[src/rtl/video_pkg.sv]
// Shared raster constants and pixel types for the video output path.
// Defaults describe 1080p60; every block takes them as overridable parameters.
package video_pkg;

  localparam int unsigned T1080_H_ACTIVE = 1920;
  localparam int unsigned T1080_H_FP     = 88;
  localparam int unsigned T1080_H_SYNC   = 44;
  localparam int unsigned T1080_H_BP     = 148;
  localparam int unsigned T1080_V_ACTIVE = 1080;
  localparam int unsigned T1080_V_FP     = 4;
  localparam int unsigned T1080_V_SYNC   = 5;
  localparam int unsigned T1080_V_BP     = 36;

  localparam int unsigned T1080_H_TOTAL =
    T1080_H_ACTIVE + T1080_H_FP + T1080_H_SYNC + T1080_H_BP;
  localparam int unsigned T1080_V_TOTAL =
    T1080_V_ACTIVE + T1080_V_FP + T1080_V_SYNC + T1080_V_BP;

  localparam int unsigned COL_W = 12;
  localparam int unsigned ROW_W = 11;
  localparam int unsigned RGB_W = 24;

  typedef struct packed {
    logic [7:0] r;
    logic [7:0] g;
    logic [7:0] b;
  } rgb_t;

endpackage

[src/rtl/sync_delay.sv]
// WIDTH x DEPTH shift register with synchronous clear; DEPTH must be at least 1.
module sync_delay #(
  parameter int unsigned WIDTH = 1,
  parameter int unsigned DEPTH = 1
) (
  input  logic             clock,
  input  logic             reset,
  input  logic [WIDTH-1:0] din,
  output logic [WIDTH-1:0] dout
);

  logic [DEPTH-1:0][WIDTH-1:0] stage;

  if (DEPTH == 1) begin : g_single
    always_ff @(posedge clock) begin
      if (reset) stage[0] <= '0;
      else       stage[0] <= din;
    end
  end else begin : g_chain
    always_ff @(posedge clock) begin
      if (reset) stage <= '0;
      else       stage <= {stage[DEPTH-2:0], din};
    end
  end

  assign dout = stage[DEPTH-1];

endmodule

[src/rtl/video_timing.sv]
// Raster counter plus output stage: sync/DE are delayed to meet the returning
// pixel colour, then everything is registered together onto the output pins.
module video_timing
  import video_pkg::*;
#(
  parameter int unsigned H_ACTIVE = T1080_H_ACTIVE,
  parameter int unsigned H_FP     = T1080_H_FP,
  parameter int unsigned H_SYNC   = T1080_H_SYNC,
  parameter int unsigned H_BP     = T1080_H_BP,
  parameter int unsigned V_ACTIVE = T1080_V_ACTIVE,
  parameter int unsigned V_FP     = T1080_V_FP,
  parameter int unsigned V_SYNC   = T1080_V_SYNC,
  parameter int unsigned V_BP     = T1080_V_BP,
  parameter bit          HS_POL   = 1'b1,
  parameter bit          VS_POL   = 1'b1,
  parameter int unsigned PIPE_LAT = 5
) (
  input  logic             clock,
  input  logic             reset,
  output logic [COL_W-1:0] display_col,
  output logic [ROW_W-1:0] display_row,
  input  rgb_t             color,
  output rgb_t             pix_rgb,
  output logic             pix_de,
  output logic             hsync,
  output logic             vsync,
  output logic             frame_start
);

  localparam int unsigned H_TOTAL  = H_ACTIVE + H_FP + H_SYNC + H_BP;
  localparam int unsigned V_TOTAL  = V_ACTIVE + V_FP + V_SYNC + V_BP;
  localparam int unsigned HS_START = H_ACTIVE + H_FP;
  localparam int unsigned HS_END   = HS_START + H_SYNC;
  localparam int unsigned VS_START = V_ACTIVE + V_FP;
  localparam int unsigned VS_END   = VS_START + V_SYNC;

  logic       de_raw_c;
  logic       hs_raw_c;
  logic       vs_raw_c;
  logic [2:0] phase_d;

  // Raster counters; display_col/display_row are the counter registers themselves.
  always_ff @(posedge clock) begin
    if (reset) begin
      display_col <= '0;
      display_row <= '0;
    end else if (display_col == COL_W'(H_TOTAL - 1)) begin
      display_col <= '0;
      if (display_row == ROW_W'(V_TOTAL - 1)) display_row <= '0;
      else                                    display_row <= display_row + ROW_W'(1);
    end else begin
      display_col <= display_col + COL_W'(1);
    end
  end

  always_comb begin
    de_raw_c = (display_col < COL_W'(H_ACTIVE)) && (display_row < ROW_W'(V_ACTIVE));
    hs_raw_c = (display_col >= COL_W'(HS_START)) && (display_col < COL_W'(HS_END));
    vs_raw_c = (display_row >= ROW_W'(VS_START)) && (display_row < ROW_W'(VS_END));
  end

  // Start-of-frame marker follows the counters directly and is held low in reset.
  assign frame_start = !reset && (display_col == '0) && (display_row == '0);

  sync_delay #(
    .WIDTH(3),
    .DEPTH(PIPE_LAT)
  ) u_sync_delay (
    .clock(clock),
    .reset(reset),
    .din  ({vs_raw_c, hs_raw_c, de_raw_c}),
    .dout (phase_d)
  );

  // Output stage: colour is captured on the same edge as its delayed phase bits.
  always_ff @(posedge clock) begin
    if (reset) begin
      pix_de  <= 1'b0;
      pix_rgb <= '0;
      hsync   <= ~HS_POL;
      vsync   <= ~VS_POL;
    end else begin
      pix_de  <= phase_d[0];
      pix_rgb <= phase_d[0] ? color : rgb_t'(RGB_W'(0));
      hsync   <= phase_d[1] ? HS_POL : ~HS_POL;
      vsync   <= phase_d[2] ? VS_POL : ~VS_POL;
    end
  end

endmodule

[config.mk]
export PLATFORM = sky130hd
export DESIGN_NAME = video_timing
export DESIGN_NICKNAME = d
export VERILOG_FILES = /design/src/rtl/video_pkg.sv /design/src/rtl/sync_delay.sv /design/src/rtl/video_timing.sv
export SDC_FILE = /design/constraint.sdc
export NUM_CORES = 1
export LEC_CHECK = 0
export ABC_AREA = 1
export ABC_CLOCK_PERIOD_IN_PS = 2000
export CAP_MARGIN = 0
export CORE_ASPECT_RATIO = 1.5
export CORE_UTILIZATION = 47
export CTS_CLUSTER_SIZE = 40
export DETAILED_ROUTE_END_ITERATION = 7
export PLACE_DENSITY = 0.8
export RECOVER_POWER = 100
export SYNTH_ARGS = -nofsm -noshare
export SYNTH_HDL_FRONTEND = slang
export SYNTH_SLANG_ARGS = --single-unit
[constraint.sdc]
create_clock -name clock -period 2 [get_ports clock]
set_input_delay 0.4 -clock clock [delete_from_list [all_inputs] [get_ports clock]]
set_output_delay 0.4 -clock clock [all_outputs]
set_load 0.02 [all_outputs]
==> flow_summary.toml, run 1 <==
[clock_network]
worst_skew_pair.late_latency_ps = 340
clockRootBuffer = "clkbuf_8"
clockBufferDepth = 2
clkTransAtPathRegs_ps = 70
cts_tree = "yes"
cts_htree_levels = 3
clock-sinks = 65
cts_buffers = 9

[setup_path]
regToRegStartpoint = "display_col[0]"
start_kind = "flip-flop"
rrSetupSlack_ps = 250
worstSetupPathType = "reg -> out"
crit_required_ps = 1600
endpoint_kind = "primary output"
critPathLaunch = "display_row[4]"
timing.critical_path.fanout_max = 6
cp.arrival_ps = 1520

[cells_and_area]
final_util = 0.728
multi_input_area_um2 = 980
syn_to_final_growth_pct = 46.3
fillers = 420
finalNonFillerCells = 542
final_layout_size_suffix_gt1_frac = 0.141
n_antenna_cell = 0
register_area_um2 = 1300
fin_nets = 499

[timing]
slew_violations = 0
setup_tns_ps = 0
fin_ws_ps = 80.7
worst_pin_slew_ps = 441
fin_crit_ps = 1920
fmax_mhz = 521
hold_ws_ps = 406
slew_headroom = 0.706
fin_crit_sh = 0.960
finalHoldViolations = 0
finClkSkew_ps = 9.92
setup_viol = 0
rsz0062_at_grt = "no"

[global_routing]
overflow = 0
grt_pass1_vias = 2571
grt_pass1_wl_mm = 10.5
grt_max_degree = 26
grt_antenna_before_repair = 0
grt_use_total = 0.232

[floorplanning]
dieArea_um2 = 5860
coreArea_um2 = 5250
rows = 32
boundaryPins = 77
dieHeight_um = 93.2
die_x_um = 62.8
start_util = 0.497

[place]
dp_slack_ps = -315
dp_hpwl_mm = 4.64
dp_cells = 526
port_buffers = 76
gp_congestion = 0.947

[routing]
vias_per_cell = 4.69
drt_iter0_drc = 97
vias = 2541
drc = 0
first_pass_iters = 4
wire_per_inst_um = 11.4
wl_mm = 6.17
drtAntennaViolNets = 0

[yosys]
synth_nets = 387
avgSynthCellArea_um2 = 7.31
ys_types = 27
netlist_area_um2 = 2610
synth_area_leader_cell = "dfxtp_1"
yosys_register_bits = 65
synth_cells = 357
yosysTopAreaCellShare = 0.499
ys_warn_count = 0
yosys-top-cells-area = "dfxtp_1 (50%), nor2_1 (12%), inv_1 (9.9%)"
ys_seq_area_frac = 0.499

[flow_run]
max_cap_violations = 0

[power_and_ir_drop]
peakVddDrop_v = 0.000449
switching_power_uw = 578
comb_power_share = 0.058
intPower_mw = 1.90
p_seq_frac = 0.529
p_clk_frac = 0.414
leakagePower_nw = 1.83
swShare = 0.233
power_density_nw_per_um2 = 650

[hold_path]
worst_hold_startpoint = "u_sync_delay.stage[8]"
hp-class = "reg -> reg"

[status]
status = "completed"
==> area by class of cell <==
type	count	share of cell area
multi-input cells	212	0.257
well taps	68	0.0223
inverters	74	0.0728
clock buffers	11	0.0397
flip-flops and latches	65	0.341
repair buffers	107	0.258
clock inverters	5	0.00984
==> critical path, cell delays in order (launching register included) <==
cell and delay [ps]:
dfxtp_1 360, buf_4 150, dlygate4sd3_1 670
==> cell usage after synthesis <==
cell type / n
inv_1: 69
a211oi_1: 1
a21oi_1: 14
buf_2: 4
nand3_1: 16
nor2_4: 2
nand3_2: 1
buf_8: 1
nor2_1: 81
ha_1: 4
nor3_1: 3
o21ai_1: 2
nand2_2: 3
o21ai_0: 5
inv_2: 5
nor2_2: 3
a21oi_2: 2
nand2_4: 1
nand2b_1: 1
dfxtp_1: 65
nor2_8: 1
nand2_1: 61
nand4_1: 7
xor2_1: 2
buf_1: 1
a31oi_1: 1
o211ai_1: 1
==> per-stage QoR <==
step / instance area (um^2) / power, mW
2_1_floorplan: 2610 / 1.40
3_3_place_gp: 3660 / 1.49
3_5_place_dp: 3660 / 1.49
4_1_cts: 3840 / 2.51
5_1_grt: 3820 / 2.60
6_report: 3820 / 2.48
==> per-layer routing <==
layer / track usage / vias up / wire length [um] / share of wire
met5: 0 / - / 0 / 0
li1: - / 1292 / - / -
met4: 0.167 / 0 / 216 / 0.035
met2: 0.436 / 97 / 3200 / 0.52
met1: 0.222 / 1132 / 2400 / 0.39
met3: 0.0463 / 20 / 346 / 0.056
==> state kept, by name, indices dropped and copies added, names as in the netlist <==
signal	cells
display_row	11
u_sync_delay.stage	12
hsync	1
vsync	1
display_col	12
pix_de	1
pix_rgb	24
u_sync_delay.dout	3
==> final timing paths <==
check	end	depth (start not counted)
worst max-delay path	display_row[4]	2
worst min-delay path	u_sync_delay.stage[11]	2
worst max register to register	display_row[10]	8
worst min register to register	u_sync_delay.stage[11]	2
==> cell families (layout without fill, tap and decap cells) <==
logic type,Yosys count,after routing,share of synthesized area
AO/OA/AOI/OAI,26,26,0.0552
XOR/XNOR,2,2,0.00672
adder cells (fa/ha/maj),4,4,0.0192
buffers and inverters,80,197,0.121
flip-flops,65,65,0.499
AND/OR/NAND/NOR,180,180,0.299
==> cells in the final DEF (no fill, tap or decap) <==
cell type / synthesis / routed
nor2_1: 81 / 80
inv_1: 69 / 69
dfxtp_1: 65 / 65
nand2_1: 61 / 61
dlygate4sd3_1: 0 / 48
buf_4: 0 / 29
clkdlybuf4s50_1: 0 / 27
nand3_1: 16 / 17
a21oi_1: 14 / 14
clkbuf_8: 0 / 11
nand4_1: 7 / 7
o21ai_0: 5 / 6
inv_2: 5 / 5
nor2_2: 3 / 5
ha_1: 4 / 4
nand2_2: 3 / 3
clkbuf_2: 0 / 3
nor3_1: 3 / 2
nor2_4: 2 / 2
xor2_1: 2 / 2
a21oi_2: 2 / 2
clkinvlp_4: 0 / 2
nor3_2: 0 / 1
nand2_4: 1 / 1
o21ai_1: 2 / 1
nand2b_1: 1 / 1
a31oi_1: 1 / 1
a211oi_1: 1 / 1
o211ai_1: 1 / 1
inv_6: 0 / 1
clkinv_2: 0 / 1
clkinv_4: 0 / 1
==> power groups by stage <==
stage	sequential (mW)	clock [mW]	combinational, mW
after global routing	1.31	1.12	0.160
after CTS	1.31	1.05	0.148
final	1.31	1.03	0.143
after global placement	1.34	0	0.146
after detailed placement	1.34	0	0.148
after floorplan	1.35	0	0.0504
==> what timing repair did <==
action / in CTS / in global routing
hold buffers: 0 / 0
endpoints found under the setup margin: 1 / 1
gates resized for setup: 5 / 3
gates cloned: 0 / 0
buffers inserted: 0 / 0
No activity file was read; power rests on OpenSTA's default activity.
==> inputs of run 2 (changes only) <==
--- a/config.mk
+++ b/config.mk
@@ -7,7 +7,7 @@
 export LEC_CHECK = 0
 export ABC_AREA = 1
 export ABC_CLOCK_PERIOD_IN_PS = 2000
-export CAP_MARGIN = 0
+export CAP_MARGIN = 15
 export CORE_ASPECT_RATIO = 1.5
 export CORE_UTILIZATION = 47
 export CTS_CLUSTER_SIZE = 40
==> results of run 2 <==
Final layout, timing and power as in run 1 (identical DEF).
